`src/rtl/nor_test_sequencer_if.sv`:
```
// Bus between the NOR self-test sequencer, its vector ROM and the gate under test.
// The master side (sequencer) addresses the ROM and drives the gate inputs.
interface nor_test_sequencer_if #(
   parameter int ADDR_W = 5
);
   logic [ADDR_W-1:0] vec_addr;
   logic [2:0]        vec_data;
   logic              dut_a;
   logic              dut_b;
   logic              dut_w;

   modport master (
      output vec_addr, dut_a, dut_b,
      input  vec_data, dut_w
   );

   modport slave (
      input  vec_addr, dut_a, dut_b,
      output vec_data, dut_w
   );
endinterface

```
`src/rtl/nor_test_sequencer.sv`:
```
// Self-test controller for a 2-input NOR gate: walks a {a,b,expected} vector ROM,
// drives the gate, waits a settle window, and tallies mismatches.
module nor_test_sequencer #(
   parameter int NUM_VECTORS   = 24,
   parameter int ADDR_W        = 5,
   parameter int CNT_W         = 11,
   parameter int SETTLE_CYCLES = 1
) (
   input  logic                       clk,
   input  logic                       reset,
   input  logic                       start,
   nor_test_sequencer_if.master       bus,
   output logic                       busy,
   output logic                       done,
   output logic                       mismatch,
   output logic [CNT_W-1:0]           err_count,
   output logic [CNT_W-1:0]           vec_count,
   output logic [ADDR_W-1:0]          first_fail_addr,
   output logic                       first_fail_vld
);

   localparam int SET_W = (SETTLE_CYCLES < 2) ? 1 : $clog2(SETTLE_CYCLES + 1);
   localparam logic [ADDR_W-1:0] LAST_ADDR = ADDR_W'(NUM_VECTORS - 1);

   typedef enum logic [2:0] {
      S_IDLE, S_FETCH, S_APPLY, S_WAIT, S_CHECK, S_DONE
   } state_t;

   state_t            state;
   logic [ADDR_W-1:0] addr;
   logic              drv_a;
   logic              drv_b;
   logic              exp_w;
   logic [SET_W-1:0]  settle;
   logic              fail;

   assign bus.vec_addr = addr;
   assign bus.dut_a    = drv_a;
   assign bus.dut_b    = drv_b;
   assign fail         = (bus.dut_w != exp_w);

   always_ff @(posedge clk or negedge reset) begin
      if (!reset) begin
         state           <= S_IDLE;
         addr            <= '0;
         drv_a           <= 1'b0;
         drv_b           <= 1'b0;
         exp_w           <= 1'b0;
         settle          <= '0;
         busy            <= 1'b0;
         done            <= 1'b0;
         mismatch        <= 1'b0;
         err_count       <= '0;
         vec_count       <= '0;
         first_fail_addr <= '0;
         first_fail_vld  <= 1'b0;
      end else begin
         mismatch <= 1'b0;
         case (state)
            S_IDLE, S_DONE: begin
               if (start) begin
                  state           <= S_FETCH;
                  busy            <= 1'b1;
                  done            <= 1'b0;
                  addr            <= '0;
                  err_count       <= '0;
                  vec_count       <= '0;
                  first_fail_addr <= '0;
                  first_fail_vld  <= 1'b0;
               end else if (state == S_DONE) begin
                  done <= 1'b1;
               end
            end
            // ROM registers the address during this cycle; data arrives in APPLY
            S_FETCH: state <= S_APPLY;
            S_APPLY: begin
               drv_a  <= bus.vec_data[2];
               drv_b  <= bus.vec_data[1];
               exp_w  <= bus.vec_data[0];
               settle <= SET_W'(SETTLE_CYCLES);
               state  <= S_WAIT;
            end
            S_WAIT: begin
               settle <= settle - SET_W'(1);
               if (settle == SET_W'(1)) state <= S_CHECK;
            end
            S_CHECK: begin
               if (fail) begin
                  mismatch <= 1'b1;
                  if (err_count != '1) err_count <= err_count + CNT_W'(1);
                  if (!first_fail_vld) begin
                     first_fail_addr <= addr;
                     first_fail_vld  <= 1'b1;
                  end
               end
               vec_count <= vec_count + CNT_W'(1);
               // Address compare rather than vec_count, which may legitimately wrap
               if (addr == LAST_ADDR) begin
                  state <= S_DONE;
                  busy  <= 1'b0;
               end else begin
                  addr  <= addr + ADDR_W'(1);
                  state <= S_FETCH;
               end
            end
            default: state <= S_IDLE;
         endcase
      end
   end

endmodule

```
`src/flat_wrapper.sv`:
```
// flat-port wrapper written by rule: the top's interface ports become plain ports
module nor_test_sequencer_flat 
#(
   parameter int NUM_VECTORS   = 24,
   parameter int ADDR_W        = 5,
   parameter int CNT_W         = 11,
   parameter int SETTLE_CYCLES = 1
)
  (clk, reset, start, busy, done, mismatch, err_count, vec_count, first_fail_addr, first_fail_vld, bus_vec_addr, bus_dut_a, bus_dut_b, bus_vec_data, bus_dut_w);
  nor_test_sequencer_if #(.ADDR_W(ADDR_W)) bus_i ();
  input  logic clk;
  input  logic reset;
  input  logic start;
  output logic busy;
  output logic done;
  output logic mismatch;
  output logic [CNT_W-1:0] err_count;
  output logic [CNT_W-1:0] vec_count;
  output logic [ADDR_W-1:0] first_fail_addr;
  output logic first_fail_vld;
  output wire logic [$bits(bus_i.vec_addr)-1:0] bus_vec_addr;
  output wire logic [$bits(bus_i.dut_a)-1:0] bus_dut_a;
  output wire logic [$bits(bus_i.dut_b)-1:0] bus_dut_b;
  input wire logic [$bits(bus_i.vec_data)-1:0] bus_vec_data;
  input wire logic [$bits(bus_i.dut_w)-1:0] bus_dut_w;
  assign bus_vec_addr = bus_i.vec_addr;
  assign bus_dut_a = bus_i.dut_a;
  assign bus_dut_b = bus_i.dut_b;
  assign bus_i.vec_data = bus_vec_data;
  assign bus_i.dut_w = bus_dut_w;
  nor_test_sequencer #(.NUM_VECTORS(NUM_VECTORS), .ADDR_W(ADDR_W), .CNT_W(CNT_W), .SETTLE_CYCLES(SETTLE_CYCLES)) u_core (.clk(clk), .reset(reset), .start(start), .bus(bus_i), .busy(busy), .done(done), .mismatch(mismatch), .err_count(err_count), .vec_count(vec_count), .first_fail_addr(first_fail_addr), .first_fail_vld(first_fail_vld));
endmodule
```
`config.mk`:
```
export PLATFORM = sky130hd
export DESIGN_NAME = nor_test_sequencer_flat
export DESIGN_NICKNAME = d
export VERILOG_FILES = /design/src/rtl/nor_test_sequencer_if.sv /design/src/rtl/nor_test_sequencer.sv /design/src/flat_wrapper.sv
export SDC_FILE = /design/constraint.sdc
export NUM_CORES = 1
export LEC_CHECK = 0
export CAP_MARGIN = 40
export CORE_ASPECT_RATIO = 2
export CORE_MARGIN = 1
export CORE_UTILIZATION = 30
export CTS_BUF_LIST = sky130_fd_sc_hd__clkbuf_16
export CTS_CLUSTER_DIAMETER = 30
export CTS_CLUSTER_SIZE = 8
export DETAILED_ROUTE_END_ITERATION = 16
export GPL_TIMING_DRIVEN = 0
export PLACE_DENSITY = 0.51
export SYNTH_ARGS = -nofsm -noshare
export SYNTH_HDL_FRONTEND = slang
export SYNTH_SLANG_ARGS = --single-unit
```
`constraint.sdc`:
```
create_clock -name clk -period 2.5 [get_ports clk]
set_input_delay 0.625 -clock clk [delete_from_list [all_inputs] [get_ports clk]]
set_output_delay 0.625 -clock clk [all_outputs]
set_load 0.05 [all_outputs]
```
==> impl_results.md, run 1 <==
* NetSw at 1.29 mW
* Final worst path period share at 91.4%
* Internal Power at 1.67 mW
* Sequential share of the synthesized area at 50.9%
* Yosys Warn Count at 0
* Detailed Route WL at 5.25 mm
* Slew Limit Headroom at 52.3%
* Async set-reset flop share out of synthesis at 100%
* Crit path to: u_core.err_count[8]
* CP peak stage delay at 0.54 ns
* Number of global-route vias before repair at 1832
* Fill cell count at 704
* Cell Count, Final, Fillers Out at 360
* Clock power share at 21.5%
* Multi-input gate area at 972 um^2
* Fmax at 0.438 GHz
* Layout cells sized above 1 at 7.35%
* Tmin final at 2.29 ns
* Clock slew at reported path FFs at 0.06 ns
* P_leak at 1.16 nW
* Pwr/cell area at 1050 nW/um^2
* Clock Path Buffers at 2
* Area growth syn-to-layout at 33.4%
* Post-synth EDFFs at 0
* Final Max Tran Viols at 0
* Crit path depth at 6
* Initial antenna violation count at 0
* All-layer global routing usage at 16.0%
* Critical Path RT at 2.68 ns
* CTS buffer count at 5
* Setup crit start kind: primary input
* Type of the worst setup path: primary input to flip-flop
* RSZ-0062 raised after global routing: no
* Worst hold path class: primary input to asynchronous set/reset pin
* Synthesized cell area at 2110 um^2
* Resized Gates After CTS at 0
* Cell variety after synth at 41
* Initial Util at 31.4%
* Seq pwr share at 34.3%
* DIE AREA at 7400 um^2
* Htree depth at 2
* First-pass GRT wire length at 8.76 mm
* Status: completed
* Final setup violating endpoints at 0
* Capture point of the worst reg-to-reg path: u_core.bus.vec_addr[4]
* Pre-antenna DRT Iters at 4
* CTS Hold Bufs at 0
* Crit path launch: start
* Worst EP arrival at 2.47 ns
* R2R Path Start: u_core.state[0]
* Pwr Total at 2.96 mW
* #FFs+latches synth at 43
* Nets at 281
* Core Area at 6730 um^2
* Worst R2R Setup Slack at 0.28 ns
* ANT cells at 0
* Most used DFF post-synth: dfrtp_1
* Worst-Margin Slew at 0.712 ns
* GP Congestion at 0.768
* R2R depth at 5
* Worst-Skew Late Latency at 0.29 ns
* Syn Area/Cell at 9.64 um^2
* Clock Tree Root: clkbuf_16
* Die W at 61.3 um
* Initial DRC count at 54
* Via-to-Cell Ratio at 5.17
* Hold Violations, Final at 0
* Total gr overflow at 0
* Post-CTS setup buffers at 0
* CTS Sinks at 43
* HPWL after DPL at 3.81 mm
* Vias at 1861
* FP Rows at 42
* Skew final at 0.00489 ns
* Switch share at 43.5%
* Die Height at 121 um
* VDD IR max at 607 uV
* Reg area at 1080 um^2
* Buf/Inv on CP at 2
* Post-route DRC at 0
* I/O pin cnt at 45
* Synth Instances at 219
* Slowest stage cell, crit path: clkdlybuf4s50_1
* Port Buf Inserts at 44
* Post-Syn Nets at 229
* Comb power frac at 44.3%
* Drt wl/cell at 14.6 um
* Final Hold Slack at 0.206 ns
* CP Max Fanout at 9
* Antenna-violating nets left at 0
* Largest net degree at the start of global routing at 34
* Setup tns final at 0 ns
* Core Util, Final at 41.9%
* Total of max-cap violations at 0
* Placed cell count at 352
* CTS tree: built
* Critical path endpoint category: flip-flop
* Crit-path cells: clkdlybuf4s50_1, nor2b_1, a2bb2oi_1, or3_1, buf_2, o41ai_2
* CP top delay family: buffers and inverters
[synthesized netlist by cell type, types with 4 or more instances]
library cell / number / area share (%)
a21oi_1: 8 / 1.9
and2_1: 4 / 1.2
clkbuf_1: 7 / 1.2
dfrtp_1: 43 / 51
inv_1: 4 / 0.71
mux2i_1: 7 / 3.3
nand2_1: 34 / 6.0
nand2b_1: 5 / 1.5
nand3_1: 9 / 2.1
nor2_1: 13 / 2.3
o21ai_0: 24 / 5.7
o31ai_1: 11 / 3.9
or3_1: 4 / 1.2
[registers in the layout, summed over array words and instances, names as in the netlist]
signal                  cells
u_core.state                3
u_core.err_count           11
u_core.first_fail_addr      5
u_core.mismatch             1
u_core.first_fail_vld       1
u_core.exp_w                1
u_core.done                 1
u_core.bus.dut_b            1
u_core.busy                 1
u_core.bus.dut_a            1
u_core.vec_count           11
u_core.bus.vec_addr         5
u_core.settle               1
[worst min path at each step]
| stage | from | endpoint | slack [ns] | depth (start not counted) |
|---|---|---|---|---|
| after floorplan | reset | u_core.bus.dut_a | 0.33 | 0 |
| after global placement | u_core.vec_count[10] | u_core.vec_count[10] | 0.46 | 1 |
| after detailed placement | u_core.vec_count[10] | u_core.vec_count[10] | 0.48 | 1 |
| after CTS | reset | u_core.err_count[3] | 0.22 | 1 |
| after global routing | reset | u_core.err_count[3] | 0.22 | 1 |
| final | reset | u_core.err_count[3] | 0.21 | 1 |
[per-stage QoR]
stage | area, um^2 | setup WS (ns)
final | 2820 | 0.214
after floorplan | 2110 | 0.325
after detailed placement | 2680 | -0.113
after global placement | 2660 | -0.437
after global routing | 2820 | 0.124
after CTS | 2820 | 0.168
[worst reg2reg max path, stage by stage (launching register included)]
cell and delay (ns):
dfrtp_1 0.37, clkbuf_1 0.24, nor3b_2 0.67, a22oi_1 0.31, or3_1 0.41, a21oi_1 0.15
[power groups by stage]
stage	logic [mW]	registers (mW)	clock network, mW
3_3_place_gp	1.32	1.03	0
4_1_cts	1.33	1.02	0.646
2_1_floorplan	0.518	1.39	0
3_5_place_dp	1.32	1.03	0
5_1_grt	1.42	1.04	0.682
6_report	1.31	1.01	0.635
[cell type report]
cell class                      count  share of cell area (%)
Sequential cell                    43                    38.2
Multi-Input combinational cell    161                    34.5
Timing Repair Buffer               45                    16.2
Clock buffer                        5                    4.44
Tap cell                           88                    3.91
Buffer                             11                    1.73
Clock inverter                      3                   0.533
Inverter                            4                   0.533
[logic make-up (layout without fill, tap and decap cells)]
family	after synthesis	in the layout	synth area share (%)
compound gates	60	60	18.0
xor+xnor	3	3	1.24
simple gates	85	85	20.1
flops	43	43	50.9
buf+inv	15	68	3.02
fa+ha+maj	3	3	1.78
mux	10	10	4.92
[layer usage]
| layer | GRT usage (%) | part of all wire, % | up-vias |
|---|---|---|---|
| li1 | - | - | 896 |
| met1 | 18.7 | 40 | 924 |
| met2 | 27.0 | 54 | 34 |
| met3 | 3.53 | 3.3 | 7 |
| met4 | 6.67 | 1.9 | 0 |
| met5 | 0 | 0 | - |
[placed cells by master, fill, tap and decap left out, types with 2 or more instances in the layout]
master	Yosys	routed
a21oi_1	8	8
a31oi_1	3	3
a41oi_1	2	2
and2_1	4	4
and3_1	2	2
and4_1	3	3
buf_2	3	4
clkbuf_1	7	7
clkbuf_16	0	5
clkdlybuf4s50_1	0	43
clkinv_2	0	3
dfrtp_1	43	43
ha_1	3	3
inv_1	4	4
mux2_2	3	3
mux2i_1	7	7
nand2_1	34	34
nand2b_1	5	5
nand3_1	9	9
nor2_1	13	13
nor2b_1	2	2
nor3_1	3	3
o21ai_0	24	24
o22ai_1	3	3
o31ai_1	11	11
or3_1	4	4
xnor2_1	2	2
Power figures use the tool's default switching activity.
==> inputs of run 2 (changes only) <==
==> constraint.sdc (replaced) <==
create_clock -name clk -period 2.5 [get_ports clk]
set_input_delay 0.625 -clock clk [delete_from_list [all_inputs] [get_ports clk]]
set_output_delay 0.625 -clock clk [all_outputs]
set_load 0.1 [all_outputs]
==> run 2 against run 1 <==
Combinational power up 64%; die area did not move; total power up 35%; critical path depth unchanged; clock skew is 0.00059 ns higher; utilization rose by 9.4 points; fmax down 0.76%; count of clock-buffer cells in the layout unchanged; sequential power is essentially flat.
==> impl_results.md, run 2 (synthesized netlist as in run 1, its figures left out) <==
* VDD IR max at 653 uV (+7.5%)
* Post-route DRC at 0 (unchanged)
* Post-route cell area at 3450 um^2 (+22%)
* Drt wl/cell at 13.6 um (-6.9%)
* Final setup violating endpoints at 0 (unchanged)
* Worst hold path class: primary input to asynchronous set/reset pin
* Resized Gates After CTS at 0 (unchanged)
* Initial Util at 31.4% (unchanged)
* Critical Path RT at 2.68 ns (about the same)
* Skew final at 0.00548 ns (+0.000594 ns)
* Clock slew at reported path FFs at 0.06 ns (about the same)
* Fill cell count at 645 (-8.4%)
* Most frequent cells in the layout: clkdlybuf4s50_1 (43), dfrtp_1 (43), buf_8 (37)
* All-layer global routing usage at 16.8% (+0.85 points)
* DIE AREA at 7400 um^2 (unchanged)
* First-pass GRT wire length at 9.28 mm (+5.9%)
* Hold Violations, Final at 0 (unchanged)
* GP Congestion at 0.768 (unchanged)
* Pwr/cell area at 1160 nW/um^2 (+11%)
* Area growth syn-to-layout at 63.3%
* Status: completed
* Reg area at 1080 um^2 (unchanged)
* Number of global-route vias before repair at 1973 (+7.7%)
* Clock Path Buffers at 2 (unchanged)
* Pre-antenna DRT Iters at 4 (unchanged)
* Worst-Margin Slew at 0.703 ns (-0.00888 ns)
* Antenna-violating nets left at 0 (unchanged)
* CP Max Fanout at 9 (unchanged)
* Final Max Tran Viols at 0 (unchanged)
* FP Rows at 42 (unchanged)
* Nets at 319 (+14%)
* Largest net degree at the start of global routing at 34 (unchanged)
* Total of max-cap violations at 0 (unchanged)
* Final worst path period share at 92.1% (+0.70 points)
* I/O pin cnt at 45 (unchanged)
* Initial DRC count at 44 (-19%)
* Via-to-Cell Ratio at 4.93 (-4.5%)
* Post-CTS setup buffers at 0 (unchanged)
* ANT cells at 0 (unchanged)
* CTS Hold Bufs at 0 (unchanged)
* Setup tns final at 0 ns (unchanged)
* Fmax at 0.434 GHz (-0.76%)
* Worst EP arrival at 2.48 ns (about the same)
* Top flop regs: u_core.err_count x11, u_core.vec_count x11
* CTS Sinks at 43 (unchanged)
* Die Height at 121 um (unchanged)
* HPWL after DPL at 4.05 mm (+6.3%)
* Die W at 61.3 um (unchanged)
* Detailed Route WL at 5.41 mm (+3.0%)
* CTS buffer count at 5 (unchanged)
* Placed Area at 3260 um^2 (+22%)
* Tmin final at 2.30 ns (+0.0175 ns)
* Vias at 1964 (+5.5%)
* Layout cells sized above 1 at 18.4% (+11 points)
* Type of the worst setup path: primary input to flip-flop
* RSZ-0062 raised after global routing: no
* Worst-Skew Late Latency at 0.29 ns (about the same)
* Multi-input gate area at 972 um^2 (unchanged)
* Final setup margin at 0.197 ns (-0.0175 ns)
* Initial antenna violation count at 0 (unchanged)
* Post-place setup slack at -0.122 ns (-0.00898 ns)
* Total gr overflow at 0 (unchanged)
* CTS tree: built
* Core Area at 6730 um^2 (unchanged)
* Pwr Total at 4.00 mW (+35%)
* Htree depth at 2 (unchanged)
* Worst R2R Setup Slack at 0.29 ns (about the same)
* Setup crit start kind: primary input
* Clock Tree Root: clkbuf_16
* P_leak at 1.46 nW (+26%)
* Slew Limit Headroom at 52.9% (+0.59 points)
* Port Buf Inserts at 44 (unchanged)
* Critical path endpoint category: flip-flop
run 2: changes by cell type in the layout (fill, tap and decap cells not counted):
cell | previous run | this run
buf_16 | 0 | 1
buf_8 | 0 | 37
bufinv_16 | 0 | 2
clkinv_2 | 3 | 0
inv_1 | 4 | 5
run 2: power breakdown:
group | leakage (nW) | internal (mW) | switching [mW]
registers | 0.575 | 0.855 | 0.156
clock network | 0.0952 | 0.569 | 0.271
logic | 0.789 | 0.770 | 1.38
run 2: metrics by stage:
step,hold slack [ns],cells,util (%)
4_1_cts,0.210,398,51.3
6_report,0.207,398,51.3
5_1_grt,0.217,398,51.3
3_5_place_dp,0.471,390,48.5
2_1_floorplan,0.329,219,-
3_3_place_gp,0.461,351,39.6
run 2: critical path, stage by stage:
cell and delay [ns]:
clkdlybuf4s50_1 0.54, nor2b_1 0.29, a2bb2oi_1 0.18, or3_1 0.35, buf_2 0.19, o41ai_2 0.30
run 2: layer usage:
metal / wire length (um) / GRT usage, %
met2: 2990 / 28.9
met5: 0 / 0
met4: 118 / 7.50
met1: 2150 / 19.2
met3: 149 / 3.21
run 2: final timing paths:
| check | from | end | depth (start not counted) |
|---|---|---|---|
| hold / removal | reset | u_core.err_count[3] | 1 |
| hold reg to reg | u_core.vec_count[10] | u_core.vec_count[10] | 1 |
| min in group clk | u_core.vec_count[10] | u_core.vec_count[10] | 1 |
| setup / recovery | start | u_core.err_count[8] | 6 |
| setup reg to reg | u_core.state[0] | u_core.bus.vec_addr[4] | 5 |
| max in group asynchronous | reset | u_core.state[0] | 2 |
run 2: cell type report:
class	count	area share, %
clock inverter	3	1.85
multi-input combinational	161	28.2
inverter	4	0.435
timing repair buffer	83	30.1
tap	88	3.19
sequential	43	31.2
clock buffer	5	3.63
buffer	11	1.41
==> inputs of run 3 (changes only) <==
==> constraint.sdc (replaced) <==
create_clock -name clk -period 2.5 [get_ports clk]
set_input_delay 0.625 -clock clk [delete_from_list [all_inputs] [get_ports clk]]
set_output_delay 0.625 -clock clk [all_outputs]
set_load 0.01 [all_outputs]
==> results of run 3 <==
Same layout as run 1 (identical final DEF). Status: completed.
Main changes from that run: total power 2.96 mW -> 2.61 mW; worst IR drop on VDD 607 uV -> 533 uV
==> patch 1 (settings of run 1) <==
Add an input register stage for `start`; this delays it by one clock. The other inputs are not delayed to match.
--- a/src/rtl/nor_test_sequencer.sv
+++ b/src/rtl/nor_test_sequencer.sv
@@ -25,6 +25,16 @@
    typedef enum logic [2:0] {
       S_IDLE, S_FETCH, S_APPLY, S_WAIT, S_CHECK, S_DONE
    } state_t;
+
+   logic start_q;
+
+   always_ff @(posedge clk or negedge reset) begin
+      if (!reset) begin
+         start_q <= '0;
+      end else begin
+         start_q <= start;
+      end
+   end
 
    state_t            state;
    logic [ADDR_W-1:0] addr;
@@ -58,7 +68,7 @@
          mismatch <= 1'b0;
          case (state)
             S_IDLE, S_DONE: begin
-               if (start) begin
+               if (start_q) begin
                   state           <= S_FETCH;
                   busy            <= 1'b1;
                   done            <= 1'b0;
Behaviour: not the same (a bounded check fails within 4 cycles, from zero or initial values and one cycle with reset low).
==> patch 1 against run 1 <==
Die area up 0.98%; global-route usage up 0.78 points; synthesized area up 1.0%; count of clock-buffer cells in the layout unchanged; wire length up 3.6%; sequential cell count up 1; final area up 0.89%; total power down 11%; non-clock buffer count up 1; worst setup slack better by 0.0071 ns; critical path depth down 5; sequential share of layout area up 0.54 points; critical path type is now register to primary output; highest routed layer unchanged.
==> patch 1: results <==
export IMPL_post_dp_hpwl_um=3927
export IMPL_reg2reg_to="u_core.err_count[8]"
export IMPL_placed_area_mm2=0.002706
export IMPL_grt_usage_pct=16.74
export IMPL_synth_common_cells="44 x dfrtp_1, 30 x o21ai_0, 26 x nand2_1"
export IMPL_synthTopCellsByArea="dfrtp_1 52%, o21ai_0 7.0%, nand2_1 4.6%, a31oi_1 3.8%, nand3_1 3.3%"
export IMPL_ir_worst_vdd_mv=0.7848
export IMPL_pwr_share_clk_pct=23.7
export IMPL_drtIter0Drc=82
export IMPL_fillers=743
export IMPL_syn_area_per_cell_um2=9.524
export IMPL_reg_largest_list="u_core.err_count: 11 flops, u_core.vec_count: 11 flops"
export IMPL_status="finished, final reports clean"
export IMPL_synthAdderAreaFrac_pct=1.760
export IMPL_synth_xor_area_share_pct=0.8211
export IMPL_h_tree_depth=2
export IMPL_grt_pass1_vias=1859
export IMPL_synth_compound_area_share_pct=20.70
export IMPL_ys_flop_type="dfrtp_1"
export IMPL_arrival_ns=1.65
export IMPL_critPathCapture="err_count[4]"
export IMPL_power_density_mw_per_mm2=923.6
export IMPL_max_stage_delay_ns=0.86
export IMPL_wire_per_inst_um=14.77
export IMPL_skew_ns=0.002384
export IMPL_p_sw_mw=1.049
export IMPL_rows=43
export IMPL_synth_mux_area_share_pct=2.522
export IMPL_whs_ns=0.2095
export IMPL_gp_congestion=0.7911
export IMPL_synth_cell_types=40
export IMPL_tightestPinTransition_ns=0.7347
export IMPL_drive_gt1_share_pct=6.475
export IMPL_powerSeq_mw=0.948
export IMPL_ys_seq_area_share_pct=51.61
export IMPL_nets=287
export IMPL_rrSetupSlack_ns=0.25
export IMPL_grt_max_degree=36
export IMPL_numPlacedInstances=360
export IMPL_vias_per_cell=5.125
export IMPL_grt_pass1_wl_um=9149
export IMPL_pre_cts_slack_ns=0.01089
export IMPL_syn_num_nets=234
export IMPL_stdcell_count=368
export IMPL_post_route_min_period_ns=2.279
export IMPL_syn_to_final_growth_pct=33.26
export IMPL_r2r_cells=8
export IMPL_crit_start="u_core.err_count[4]"
export IMPL_path_max_fanout=8
export IMPL_power_leakage_nw=1.170
## patch 1: cell count changes after synthesis, sizes merged, moves of 5 or more
cell | run 1 | this run
mux2i | 7 | 2
nand2 | 34 | 26
nand4 | 1 | 6
o31ai | 11 | 2
nand3 | 9 | 14
inv | 4 | 9
a31oi | 3 | 13
o21ai | 24 | 31
## patch 1: layout make-up
class | instances | area share, %
buffer | 11 | 2.421
clock buffer | 5 | 4.401
clock inverter | 3 | 0.3961
inverter | 9 | 1.188
multi-input combinational | 160 | 32.70
sequential | 44 | 38.73
tap | 90 | 3.961
timing repair buffer | 46 | 16.20
## patch 1: routing by layer
| layer | global-route usage [%] | vias up | share of wire [%] |
|---|---|---|---|
| li1 | - | 926 | - |
| met1 | 18.06 | 910 | 39 |
| met2 | 29.10 | 41 | 55 |
| met3 | 3.198 | 9 | 3.2 |
| met4 | 8.889 | 0 | 2.8 |
| met5 | 0 | - | 0 |
==> patch 2 (config.mk and constraints of run 1) <==
Without the edit above. `NUM_VECTORS` is set to 24 in 2 places; all go to 12.
--- a/src/rtl/nor_test_sequencer.sv
+++ b/src/rtl/nor_test_sequencer.sv
@@ -1,7 +1,7 @@
 // Self-test controller for a 2-input NOR gate: walks a {a,b,expected} vector ROM,
 // drives the gate, waits a settle window, and tallies mismatches.
 module nor_test_sequencer #(
-   parameter int NUM_VECTORS   = 24,
+   parameter int NUM_VECTORS   = 12,
    parameter int ADDR_W        = 5,
    parameter int CNT_W         = 11,
    parameter int SETTLE_CYCLES = 1
--- a/src/flat_wrapper.sv
+++ b/src/flat_wrapper.sv
@@ -1,7 +1,7 @@
 // flat-port wrapper written by rule: the top's interface ports become plain ports
 module nor_test_sequencer_flat 
 #(
-   parameter int NUM_VECTORS   = 24,
+   parameter int NUM_VECTORS   = 12,
    parameter int ADDR_W        = 5,
    parameter int CNT_W         = 11,
    parameter int SETTLE_CYCLES = 1
Function: no difference found for any inputs over 10 cycles, from zero or initial values and one cycle with reset low; that may be too few to reach the edited logic, so the function may still have changed.
==> patch 2 against run 1 <==
Synthesized area about the same; combinational power rose by 7%; synthesized cell count is 0.91% lower; total power up 4.8%; wire length down 2.7%; sequential cell count unchanged; final area is the same; worst setup slack got worse by 0.041 ns; critical endpoint unchanged.
==> patch 2: results <==
export IMPL_drive_gt1_share_pct=7.778
export IMPL_fillers=703
export IMPL_synth_cell_types=39
export IMPL_yosysWarningCount=0
export IMPL_postCtsResizedCells=0
export IMPL_drtIter0Drc=56
export IMPL_r2r_cells=7
export IMPL_cts_buffers=5
export IMPL_placed_area_mm2=0.002676
export IMPL_wire_per_inst_um=14.27
export IMPL_gp_congestion=0.7372
export IMPL_ys_seq_area_share_pct=50.98
export IMPL_post_route_min_period_ns=2.327
export IMPL_antenna_found_initial=0
export IMPL_ctsLongestPathBuffers=2
export IMPL_arrival_ns=2.51
export IMPL_max_stage_delay_ns=0.51
export IMPL_synth_common_cells="43 x dfrtp_1, 33 x nand2_1, 22 x o21ai_0"
export IMPL_nets=279
export IMPL_power_leakage_nw=1.169
export IMPL_status="finished, final reports clean"
export IMPL_pre_cts_slack_ns=-0.1310
export IMPL_clk_latency_ns=0.28
export IMPL_setup_viol=0
export IMPL_grt_usage_pct=15.65
export IMPL_critPathSlowestCell="clkdlybuf4s50_1"
export IMPL_ir_worst_vdd_mv=0.5944
export IMPL_rrSetupSlack_ns=0.41
export IMPL_path_max_fanout=9
export IMPL_stdcell_count=358
export IMPL_grt_max_degree=31
export IMPL_syn_num_nets=227
export IMPL_firstDrtPassIters=4
export IMPL_relSlewSlack_pct=51.89
export IMPL_reg2reg_from="u_core.err_count[0]"
export IMPL_hp_class="primary input to async pin"
export IMPL_dr_total_vias=1845
export IMPL_cts_setup_buffers=0
export IMPL_synthTopCellsByArea="dfrtp_1 51%, nand2_1 5.9%, o21ai_0 5.2%, o31ai_1 3.9%, a21oi_1 2.4%"
export IMPL_reg_largest_list="u_core.err_count: 11 flops, u_core.vec_count: 11 flops"
export IMPL_path_clk_slew_ns=0.06
export IMPL_numPlacedInstances=350
export IMPL_syn_area_per_cell_um2=9.727
export IMPL_reg2reg_to="u_core.err_count[8]"
export IMPL_portBuffers=44
export IMPL_cp_end_kind="register"
export IMPL_grt_pass1_wl_um=8638
export IMPL_post_dp_hpwl_um=3688
export IMPL_skew_ns=0.002570
export IMPL_cts_root_buf="clkbuf_16"
==> patch 2: final cells by class <==
cell class	count	area, µm²	share of cell area, %
multi-input combinational	158	963.4	34.19
tap	88	110.1	3.908
clock inverter	3	16.27	0.5773
timing repair buffer	45	455.4	16.16
sequential	43	1076	38.19
inverter	6	22.52	0.7993
buffer	10	48.80	1.732
clock buffer	5	125.1	4.441
==> patch 2: logic make-up (layout without fill, tap and decap cells) <==
logic type,Yosys count,after routing,synth area share [%]
AOI/OAI and AO/OA,61,61,18.50
xor gates and xnor gates,2,2,0.8300
adders and majority gates,3,3,1.778
buffers and inverters,16,69,3.378
DFF,43,43,50.98
muxes,8,8,4.031
and+or+nand+nor,84,84,20.51
==> patch 2: power by group <==
part	internal, mW	switching [mW]	leakage (nW)	total, mW
Combinational	0.491	0.911	0.526	1.40
Clock	0.365	0.270	0.0710	0.635
Sequential	0.874	0.192	0.572	1.07
==> patch 2: metrics by stage <==
| stage | setup TNS [ns] | hold slack, ns |
|---|---|---|
| global placement | -21.81 | 0.4758 |
| floorplan | 0 | 0.3294 |
| CTS | 0 | 0.2558 |
| finish | 0 | 0.2417 |
| detailed placement | -0.3185 | 0.4685 |
| global route | 0 | 0.2741 |
==> patch 2: layer usage <==
layer | track usage, % | vias to the layer above | part of all wire (%)
met5 | 0 | - | 0
met2 | 26.97 | 46 | 56
met4 | 6.534 | 0 | 1.9
met1 | 17.80 | 898 | 38
li1 | - | 893 | -
met3 | 3.316 | 8 | 4.2
==> patch 2: worst register-to-register path: stages (launching register included) <==
cell	delay, ns
dfrtp_1	0.43
ha_1	0.25
and3_1	0.18
clkbuf_1	0.18
and4_1	0.21
or3_1	0.32
buf_6	0.15
o41ai_2	0.26
